==> src/rtl/tdm_demux.sv <==
// Time-division 1-to-N demultiplexer: steers one word per valid cycle
// into a registered per-channel output, aligned to a start-of-frame marker.
module tdm_demux #(
    parameter int WIDTH    = 8,
    parameter int CHANNELS = 4
) (
    input  logic                      clk,
    input  logic                      rst,
    input  logic                      in_valid,
    input  logic [WIDTH-1:0]          in_data,
    input  logic                      in_sof,
    output logic [CHANNELS*WIDTH-1:0] out_data,
    output logic [CHANNELS-1:0]       out_valid,
    output logic                      frame_done,
    output logic                      sync_err,
    output logic                      locked
);

    localparam int SW = (CHANNELS > 1) ? $clog2(CHANNELS) : 1;
    localparam logic [SW-1:0] LAST = SW'(CHANNELS - 1);

    typedef enum logic {HUNT, RUN} state_t;

    state_t                    state_q, state_d;
    logic [SW-1:0]             slot_q, slot_d;
    logic [CHANNELS*WIDTH-1:0] data_q, data_d;
    logic [CHANNELS-1:0]       valid_q, valid_d;
    logic                      frame_done_q, frame_done_d;
    logic                      sync_err_q, sync_err_d;

    logic                      wr_en;
    logic [SW-1:0]             wr_slot;
    logic                      wr_last;
    logic                      wr_err;

    always_ff @(posedge clk or posedge rst) begin
        if (rst) begin
            state_q      <= HUNT;
            slot_q       <= '0;
            data_q       <= '0;
            valid_q      <= '0;
            frame_done_q <= 1'b0;
            sync_err_q   <= 1'b0;
        end else begin
            state_q      <= state_d;
            slot_q       <= slot_d;
            data_q       <= data_d;
            valid_q      <= valid_d;
            frame_done_q <= frame_done_d;
            sync_err_q   <= sync_err_d;
        end
    end

    // An sof always restarts at slot 0; it is only an error mid-frame.
    always_comb begin
        state_d = state_q;
        slot_d  = slot_q;
        wr_en   = 1'b0;
        wr_slot = slot_q;
        wr_last = 1'b0;
        wr_err  = 1'b0;
        if (in_valid) begin
            if (in_sof) begin
                wr_en   = 1'b1;
                wr_slot = '0;
                slot_d  = SW'(1);
                state_d = RUN;
                wr_err  = (state_q == RUN) && (slot_q != '0);
            end else if (state_q == RUN) begin
                wr_en   = 1'b1;
                wr_slot = slot_q;
                wr_last = (slot_q == LAST);
                slot_d  = wr_last ? '0 : slot_q + SW'(1);
            end
        end
    end

    always_comb begin
        data_d       = data_q;
        valid_d      = '0;
        frame_done_d = wr_last;
        sync_err_d   = wr_err;
        for (int k = 0; k < CHANNELS; k++) begin
            if (wr_en && (wr_slot == SW'(k))) begin
                data_d[k*WIDTH +: WIDTH] = in_data;
                valid_d[k]               = 1'b1;
            end
        end
    end

    assign out_data   = data_q;
    assign out_valid  = valid_q;
    assign frame_done = frame_done_q;
    assign sync_err   = sync_err_q;
    assign locked     = (state_q == RUN);

endmodule

==> config.mk <==
export PLATFORM = sky130hd
export DESIGN_NAME = tdm_demux
export DESIGN_NICKNAME = d
export VERILOG_FILES = /design/src/rtl/tdm_demux.sv
export SDC_FILE = /design/constraint.sdc
export NUM_CORES = 1
export LEC_CHECK = 0
export ABC_CLOCK_PERIOD_IN_PS = 2200
export BUFFER_PORTS_ARGS = -buffer_cell sky130_fd_sc_hd__buf_2
export CAP_MARGIN = 20
export CORE_MARGIN = 2
export CORE_UTILIZATION = 53
export CTS_CLUSTER_SIZE = 28
export DETAILED_ROUTE_END_ITERATION = 8
export PLACE_DENSITY_LB_ADDON = 0.25
export SYNTH_ARGS = -nofsm -noshare
export SYNTH_HDL_FRONTEND = slang
export SYNTH_SLANG_ARGS = --single-unit
==> constraint.sdc <==
create_clock -name clk -period 2.2 [get_ports clk]
set_input_delay 0.44 -clock clk [delete_from_list [all_inputs] [get_ports clk]]
set_output_delay 0.44 -clock clk [all_outputs]
set_load 0.005 [all_outputs]
### Yosys cells after proc, flatten, opt, wreduce, memory -nomap -nowiden

Cells that the tools add are included.

| cells by class | value |
|---|---|
| add/subtract/negate cells | 1 |
| eq/ne operators | 4 |
| multiplexer cells | 17 |
| reduce and logical (&&, ||, !) cells | 10 |

Operator list:

| operator | count |
|---|---|
| 1-bit two-way mux | 12 |
| 2-bit two-way mux | 5 |
| 2-bit equality test (second input constant) | 3 |
| 1-bit logical AND | 5 |
| 2-bit AND reduction | 2 |
| 2-bit nonzero test | 2 |
| 2-bit by 1-bit adder with 2-bit output (second input constant) | 1 |
| 2-bit by 1-bit equality test with 1-bit output (second input constant) | 1 |
| 2-bit logical NOT | 1 |

| word-level totals | value |
|---|---|
| register bits | 41 |
| input port bits | 12 |
| output and inout port bits | 39 |
| logic and storage cells | 41 |

### Depth between registers and ports, before layout

Gate-level depths: netlist (run 1).

| depth | value |
|---|---|
| word-level depth | 5 |
| depth in mapped cells | 5 |
| gate-level depth less buffers | 4 |

### Least setup slack after synthesis (run 1)

No wires, ideal clock.

| path | value |
|---|---|
| path type | input to register |
| from | input port in_sof |
| to | register data_q[10], in the netlist out_data[10] |
| library setup time | 125 ps |
| data arrival time | 1466 ps |
| data required time | 2075 ps |
| setup slack | 609 ps |
| stages on the path | 5 |
| path buffers | 2 |
| path through | buf_2 > and4b_1 > and2_1 > buf_2 > mux2_2 |

| on the way | value |
|---|---|
| word-level cells in the longest chain between the ends | 4 |
| elaborated cells on any way between the ends | 6 |
| those cells by class | 1 x eq/ne; 4 x mux; 1 x reduce/logical |

RTL lines:

| element | line | text |
|---|---|---|
| start, declared | 11 | `input logic in_sof,` |
| 2-bit two-way mux | 63 | `if (in_sof) begin` |
| 2-bit two-way mux | 62 | `if (in_valid) begin` |
| 2-bit by 1-bit equality test with 1-bit output | 84 | `if (wr_en && (wr_slot == SW'(k))) begin` |
| 1-bit logical AND (*) | 84 |  |
| end signal, assigned | 47 | `data_q <= data_d;` |
| end, declared | 26 | `logic [CHANNELS*WIDTH-1:0] data_q, data_d;` |

Every way passes the cells marked *; elsewhere a longest branch is shown, timed or not.
A chain may end at the register's enable or synchronous reset.

### Worst setup path in the final report (run 1)

| path | value |
|---|---|
| from | register slot_q[0] |
| to | register data_q[8], in the netlist out_data[8] |

| on the way | value |
|---|---|
| word-level cells in the longest chain between the ends | 4 |

RTL lines:

| element | line | text |
|---|---|---|
| start, declared | 25 | `logic [SW-1:0] slot_q, slot_d;` |
| start signal, assigned | 46 | `slot_q <= slot_d;` |
| 2-bit two-way mux | 63 |  |
| 2-bit two-way mux (*) | 62 |  |
| 2-bit by 1-bit equality test with 1-bit output (*) | 84 |  |
| 1-bit logical AND (*) | 84 |  |

Marks and branches as above.

==> results.yml, run 1 <==
drt:
  vias_per_cell: 5.19
  drt_first_pass_iters: 4
  antenna_left: 0
  vias: 976
  drc_errors: 0
  drt_iter0_drc: 31
  routed_wl_um: 2800
  post_drt_wl_per_cell_um: 14.9
pwr:
  p_comb_share_pct: 28.5
  pwr-share-seq_pct: 54.6
  p_sw_share_pct: 27.9
  p_switching_w: 0.000569
  p_per_area_nw_per_um2: 1070
  intPower_w: 0.00147
  irDropWorstVdd_uv: 865
  leakagePower_nw: 0.977
  clockPowerShare_pct: 16.9
sta:
  setup_tns_ps: 0
  final_hold_viol_count: 0
  finalClockSkew_ps: 3.38
  fmax_ghz: 0.611
  grt_setup_unrepaired: "no"
  worstMarginPinSlew_ps: 580
  setup_viol: 0
  period_share_pct: 74.4
  maxSlewViolCount: 0
  fin_crit_ps: 1640
  slew_headroom_pct: 61.3
clock_tree:
  cts_setup_buffers: 0
  numClockSinks: 41
  cts_buffers: 5
  cts.reportedPaths.clkPinSlew_ps: 110
  cts_max_level: 2
  insertion_delay_ps: 340
  cts_tree: "yes"
  cts_buffer_depth: 2
  holdBufCountCts: 0
  cts_resized: 0
  clock-root-buffer: "clkbuf_4"
logic_synthesis:
  yosys.area_share.xor_xnor_pct: 0
  synth_compound_area_share_pct: 2.25
  synth-seq-cells: 41
  ys_types: 16
  synth_top_family_by_area: "multiplexers"
  synthesis.nets: 113
  seq_area_frac_synth_pct: 65.8
  yosys_warnings: 0
  syn_inst: 99
  yosys-mux-area-fraction_pct: 23.1
  synth_area_leader_cell: "dfrtp_1"
  synthTopCellsByArea: "dfrtp_1 (66%), mux2_2 (23%), ha_1 (1.6%)"
  synthSimpleGateAreaFrac_pct: 5.45
  yosysTopAreaCellShare_pct: 65.8
  syn_area_um2: 1560
  syn_area_per_cell_um2: 15.8
  synthAdderAreaFrac_pct: 1.60
job:
  max-cap-violations: 0
critical_path:
  ff2ff_setup_slack_ps: 560
  reg2reg_depth: 3
  cp-end-kind: "flip-flop"
  cp.required_ps: 2430
  worstPathMaxFanout: 9
  startpoint_type: "flip-flop"
  critPathArrivalTime_ps: 1870
  critPathKind: "reg2reg"
floorplanning:
  die_w_um: 58.3
  ioPinCount: 51
  die-area_um2: 3390
  initial_utilization_pct: 56.1
  die_h_um: 58.3
  row_count: 19
  core_um2: 2780
grt:
  grt.busiest_layer: "met2"
  grt_pass1_wl_um: 4660
  first_global_vias: 956
  grt_usage_pct: 19.5
  grt_antenna_before_repair: 0
  grt.overflow.total: 0
  grtUsageMet1_pct: 24.2
  grt_max_degree: 42
  met3_usage_pct: 7.81
  groute.layer.met2.usage_pct: 30.7
hold_path:
  holdCritPathClass: "in2async"
outcome:
  status: "completed"
place:
  io_buffers: 50
  post-dp-hpwl_um: 1990
  dpl_cell_area_um2: 1850
  place.gp.congestion: 0.721
layout:
  diodes: 0
  area_growth_pct: 22.1
  nNetsFinal: 170
  nFillCells: 212
  drive_above_1_share_pct: 59.9
  design_area_um2: 1910
## state kept, by name, indices dropped and copies added, names as in the netlist
register and cells:
sync_err 1, slot_q 2, out_valid 4, out_data 32, locked 1, frame_done 1
## power by group through the flow
stage	Combinational (W)	Sequential [W]	Clock (W)
floorplan	0.000264	0.00115	0
global placement	0.000569	0.00112	0
detailed placement	0.000591	0.00113	0
CTS	0.000593	0.00112	0.000354
global route	0.000645	0.00114	0.000395
finish	0.000579	0.00111	0.000344
## synthesized netlist by cell type
library cell	instances
o21ai_0	2
a22o_1	1
and4b_1	1
dfrtp_1	41
nand2_1	4
a21o_1	1
o21ai_2	1
buf_2	2
mux2_2	32
nor4_4	1
ha_1	2
inv_2	1
inv_1	4
and2_1	2
nor3b_1	3
nor2_1	1
## cell type report
class	instances	area [µm²]	area share, %
clock buffers	6	41.3	2.17
clock inverters	2	10.0	0.525
inverters	5	18.8	0.985
multi-input cells	51	505	26.5
flip-flops and latches	41	1030	53.8
well taps	31	38.8	2.04
repair buffers	52	265	13.9
## layout by cell type (no fill, tap or decap), drive strengths merged
cell | netlist | final
and2 | 2 | 2
o21ai | 3 | 3
nor4 | 1 | 1
mux2 | 32 | 32
ha | 2 | 2
dfrtp | 41 | 41
and4b | 1 | 1
nor2 | 1 | 1
inv | 5 | 5
a21o | 1 | 1
clkinv | 0 | 2
nand2 | 4 | 4
buf | 2 | 52
clkbuf | 0 | 6
nor3b | 3 | 3
a22o | 1 | 1
## cells by family after synthesis
kind of cell | Yosys count
buffers and inverters | 7
adders and majority gates | 2
AOI/OAI and AO/OA | 5
and+or+nand+nor | 12
muxes | 32
DFF | 41
## routing by layer
| metal | vias up | wire length [µm] |
|---|---|---|
| met1 | 475 | 1200 |
| li1 | 462 | - |
| met2 | 35 | 1380 |
| met3 | 4 | 184 |
| met4 | 0 | 33 |
| met5 | - | 0 |
## path summary, 6_finish.rpt
path,from,to
max,slot_q[0]$_DFFE_PP0P_,out_data[8]$_DFFE_PP0P_
min,rst,out_data[0]$_DFFE_PP0P_
max reg2reg,slot_q[0]$_DFFE_PP0P_,out_data[8]$_DFFE_PP0P_
min reg2reg,out_data[0]$_DFFE_PP0P_,out_data[0]$_DFFE_PP0P_
max in group asynchronous,rst,out_data[21]$_DFFE_PP0P_
min in group clk,in_data[3],out_data[27]$_DFFE_PP0P_
## worst max-delay path, stage by stage, from the launching register on
cell,delay [ps]
dfrtp_1,510
and4b_1,260
and2_1,370
mux2_2,380
## per-stage QoR
stage | hold slack (ps) | power, W | util, % | setup slack, ps | cells
2_1_floorplan | 504 | 0.00141 | - | 609 | 99
6_report | 197 | 0.00203 | 68.5 | 564 | 188
3_5_place_dp | 490 | 0.00172 | 66.7 | 410 | 180
5_1_grt | 230 | 0.00218 | 68.5 | 484 | 188
3_3_place_gp | 482 | 0.00169 | 66.7 | 474 | 180
4_1_cts | 211 | 0.00206 | 68.5 | 551 | 188
(Power assumes the default switching activity.)
==> run 2: changes to the inputs <==
- ABC_CLOCK_PERIOD_IN_PS: 2200 -> 1600
- CORE_UTILIZATION: 53 -> 49
- clock period: 2.2 -> 1.6 ns (I/O delays scaled with it)
==> run 2 against run 1 <==
  * Combinational power increased by 40%
  * Critical path type unchanged
  * Fmax increased by 8.4%
  * Worst setup slack got worse by 470 ps
  * Die area increased by 7.6%
  * Clock skew increased by 0.85 ps
  * First-iteration DRC count decreased by 19%
  * Largest cell class unchanged
==> results.yml, run 2 (same netlist as run 1, synthesis figures left out) <==
outcome:
  status: "completed"
floorplanning:
  row_count: 20
  core_um2: 3050
  initial_utilization_pct: 51.1
  die_h_um: 60.4
  die_w_um: 60.4
  ioPinCount: 51
  die-area_um2: 3650
clock_tree:
  cts_buffer_depth: 2
  cts.reportedPaths.clkPinSlew_ps: 110
  clock-root-buffer: "clkbuf_4"
  cts_tree: "yes"
  cts_resized: 0
  holdBufCountCts: 0
  cts_max_level: 2
  cts_buffers: 5
  cts_setup_buffers: 0
  numClockSinks: 41
  insertion_delay_ps: 350
grt:
  grt_antenna_before_repair: 0
  grt_pass1_wl_um: 4750
  grt_usage_pct: 19.0
  grt.overflow.total: 0
  grt_max_degree: 42
  first_global_vias: 995
job:
  max-cap-violations: 0
drt:
  antenna_left: 0
  highest_layer: "met4"
  vias_per_cell: 4.85
  drc_errors: 0
  drt_iter0_drc: 25
  route.met2.wl_um: 1510
  routed_wl_um: 2950
  vias: 1004
  met1_length_um: 1230
  post_drt_wl_per_cell_um: 14.2
  drt_first_pass_iters: 3
  route.met3.wl_um: 160
layout:
  nNetsFinal: 176
  design_area_um2: 2000
  diodes: 0
  mostFrequentLayoutCells: "buf_2 (50), dfrtp_1 (41), mux2_2 (32)"
  largest_reg_flops: 32
  post-route-util_pct: 65.5
  area_growth_pct: 28.2
  layout_commonest_cell: "buf_2"
  nFillCells: 263
  drive_above_1_share_pct: 61.3
sta:
  setup_viol: 0
  fmax_ghz: 0.662
  worstMarginPinSlew_ps: 502
  worst_slack_ps: 90.4
  finalClockSkew_ps: 4.24
  slew_headroom_pct: 66.5
  maxSlewViolCount: 0
  final_hold_viol_count: 0
  grt_setup_unrepaired: "no"
  fin_crit_ps: 1510
  setup_tns_ps: 0
  period_share_pct: 94.4
place:
  place.gp.congestion: 0.645
  pre_cts_slack_ps: 67.9
  dpl_cell_area_um2: 1920
  post-dp-hpwl_um: 2170
  io_buffers: 50
critical_path:
  crit_chain: "and4b_1 > and2_1 > buf_4 > mux2_2"
  path_delay_family: "flip-flops"
  max_stage_delay_ps: 510
  cp-end-kind: "flip-flop"
  startpoint_type: "flip-flop"
  cp.required_ps: 1850
  worstPathMaxFanout: 9
  critPathArrivalTime_ps: 1760
  worst-path-buf-inv: 1
  critPathKind: "reg2reg"
  slowest_stage: "dfrtp_1"
pwr:
  p_per_area_nw_per_um2: 1520
  irDropWorstVdd_uv: 886
  leakagePower_nw: 1.02
hold_path:
  holdCritPathClass: "in2async"
==> run 2: changes by cell type in the layout (fill, tap and decap cells not counted) <==
cell / delta
buf_4: +6
bufinv_16: +1
clkbuf_8: +1
clkinv_2: -2
==> run 2: worst reg2reg max path, stage by stage (launching register included) <==
cell	delay, ps
dfrtp_1	510
and4b_1	260
and2_1	130
buf_4	170
mux2_2	350
==> run 2: through the flow <==
step | power, W | std cells | hold WS [ps]
CTS | 0.00307 | 207 | 85.9
detailed placement | 0.00238 | 199 | 480
finish | 0.00303 | 207 | 78.2
global placement | 0.00234 | 199 | 459
floorplan | 0.00194 | 99 | 441
global route | 0.00323 | 207 | 118
==> run 2: layout make-up <==
cell class / instances / area (µm²) / share of cell area (%)
clock inverter: 1 / 30.0 / 1.50
multi-input combinational: 51 / 505 / 25.3
timing repair buffer: 58 / 310 / 15.5
sequential: 41 / 1030 / 51.3
tap: 44 / 55.1 / 2.75
clock buffer: 7 / 55.1 / 2.75
inverter: 5 / 18.8 / 0.938
==> run 2: final timing paths <==
check | start | end | slack, ps | cells after the start
setup / recovery | slot_q[0]$_DFFE_PP0P_ | out_data[11]$_DFFE_PP0P_ | 90 | 4
hold / removal | rst | slot_q[1]$_DFFE_PP0P_ | 80 | 3
setup reg to reg | slot_q[0]$_DFFE_PP0P_ | out_data[11]$_DFFE_PP0P_ | 90 | 4
hold reg to reg | out_data[28]$_DFFE_PP0P_ | out_data[28]$_DFFE_PP0P_ | 510 | 1
max in group asynchronous | rst | out_data[4]$_DFFE_PP0P_ | 1180 | 3
min in group clk | in_data[3] | out_data[19]$_DFFE_PP0P_ | 230 | 2
==> run 2: layer usage <==
metal | vias up | global-route usage, %
li1 | 474 | -
met1 | 493 | 21.8
met2 | 31 | 32.0
met3 | 6 | 4.48
met4 | 0 | 12.1
met5 | - | 0
==> run 2: where the power goes <==
| part | total, W | internal, W | leakage, nW | switching [W] |
|---|---|---|---|---|
| combinational | 0.000810 | 0.000496 | 0.473 | 0.000314 |
| sequential | 0.00153 | 0.00136 | 0.501 | 0.000166 |
| clock | 0.000692 | 0.000373 | 0.0455 | 0.000319 |
==> run 3: changes to the inputs <==
- HOLD_SLACK_MARGIN: unset -> 0.12
- PLACE_DENSITY: unset -> 0.78
- PLACE_DENSITY_LB_ADDON: 0.25 -> unset
==> run 3 against run 2 <==
  * Sequential power is essentially flat
  * Register-to-register slack better by 40 ps
  * Hold slack gained 150 ps
  * Global-route usage grew 0.74 points
  * Utilization shrank 0.37 points
  * Sequential share of layout area up 0.29 points
  * Die area unchanged
  * Via count is 2.9% higher
  * Clock power fell by 27%
  * Design area is 0.56% lower
  * Count of clock-buffer cells in the layout down 2
  * Non-clock buffer count is 2 higher
  * Largest cell class unchanged
==> results.yml, run 3 (same netlist as run 1, synthesis figures left out) <==
outcome:
  status: "completed"
critical_path:
  critPathKind: "reg2reg"
  critPathArrivalTime_ps: 1710
  worstPathMaxFanout: 5
  cp.required_ps: 1850
  cp-end-kind: "flip-flop"
  worstReg2RegStart: "slot_q[1]$_DFFE_PP0P_"
  startpoint_type: "flip-flop"
  startpoint: "slot_q[1]$_DFFE_PP0P_"
  reg2reg_depth: 4
clock_tree:
  cts_max_level: 2
  numClockSinks: 41
  insertion_delay_ps: 350
  cts_buffer_depth: 2
  cts_buffers: 5
  cts.reportedPaths.clkPinSlew_ps: 120
  cts_tree: "yes"
  cts_setup_buffers: 0
  clock-root-buffer: "clkbuf_4"
sta:
  finalClockSkew_ps: 4.79
  setup_tns_ps: 0
  period_share_pct: 91.6
  fin_crit_ps: 1460
  grt_setup_unrepaired: "no"
  worstMarginPinSlew_ps: 495
  final_hold_viol_count: 0
  fmax_ghz: 0.683
  maxSlewViolCount: 0
  slew_headroom_pct: 67.0
  setup_viol: 0
drt:
  vias: 1033
  drt_first_pass_iters: 3
  drt_iter0_drc: 10
  routed_wl_um: 3100
  met1_length_um: 1270
  route.met2.wl_um: 1530
  route.met3.wl_um: 220
  post_drt_wl_per_cell_um: 14.8
  drc_errors: 0
  antenna_left: 0
  vias_per_cell: 4.94
  highest_layer: "met4"
grt:
  grt.overflow.total: 0
  grt_antenna_before_repair: 0
  grt_pass1_wl_um: 5020
  first_global_vias: 1037
  grt_max_degree: 42
  grt_usage_pct: 19.7
layout:
  nNetsFinal: 178
  area_growth_pct: 27.5
  mostFrequentLayoutCells: "buf_2 (50), dfrtp_1 (41), mux2_2 (32)"
  design_area_um2: 1990
  fin_cells: 209
  layout_commonest_cell: "buf_2"
  drive_above_1_share_pct: 62.4
  largest_reg_flops: 32
  post-route-util_pct: 65.2
  diodes: 0
hold_path:
  holdCritPathClass: "in2reg"
  hp-start: "in_data[5]"
  hold_depth: 2
floorplanning:
  die_h_um: 60.4
  initial_utilization_pct: 51.1
  die_w_um: 60.4
  row_count: 20
  ioPinCount: 51
  core_um2: 3050
  die-area_um2: 3650
place:
  io_buffers: 50
  place.gp.congestion: 0.671
  dpl_cell_area_um2: 1920
  place_inst: 200
  post-dp-hpwl_um: 2300
pwr:
  irDropWorstVdd_uv: 938
  p_per_area_nw_per_um2: 1440
  leakagePower_nw: 1.01
  finalPower_w: 0.00287
job:
  max-cap-violations: 0
## run 3: worst paths after layout
path | to | slack (ps)
worst max-delay path | out_data[16]$_DFFE_PP0P_ | 140
worst min-delay path | out_data[29]$_DFFE_PP0P_ | 230
worst max register to register | out_data[16]$_DFFE_PP0P_ | 140
worst min register to register | out_data[20]$_DFFE_PP0P_ | 510
max in group asynchronous | out_data[15]$_DFFE_PP0P_ | 640
min in group asynchronous | out_data[6]$_DFFE_PP0P_ | 620
## run 3: timing repair
item	4_1_cts	5_1_grt
resized for setup	0	1
hold endpoints to repair	41	0
hold buffers	1	0
endpoints found under the setup margin	0	8
## run 3: where the power goes
part | leakage (nW) | switching (W) | internal (W)
sequential | 0.501 | 0.000170 | 0.00136
clock | 0.0310 | 0.000337 | 0.000166
combinational | 0.482 | 0.000328 | 0.000501
## run 3: per-layer routing
metal	up-vias	global-route usage, %
li1	476	-
met1	514	23.1
met2	35	31.1
met3	8	8.74
met4	0	9.94
met5	-	0
## run 3: final cells by class
cell class | count | area (µm²)
Clock inverter | 3 | 17.5
Multi-Input combinational cell | 51 | 507
Inverter | 5 | 18.8
Fill cell | 263 | 1060
Tap cell | 44 | 55.1
Timing Repair Buffer | 60 | 328
Sequential cell | 41 | 1030
Clock buffer | 5 | 37.5
## run 3: metrics by stage
stage / hold slack (ps) / setup WS [ps]
3_3_place_gp: 455 / 67.8
5_1_grt: 218 / 49.9
4_1_cts: 224 / 42.2
2_1_floorplan: 441 / 129
6_report: 233 / 135
3_5_place_dp: 467 / 10.6
## run 3: worst max-delay path, cell delays in order (launching register included)
cell	delay, ps
dfrtp_1	450
inv_2	90
nor4_4	290
buf_4	200
mux2_2	340
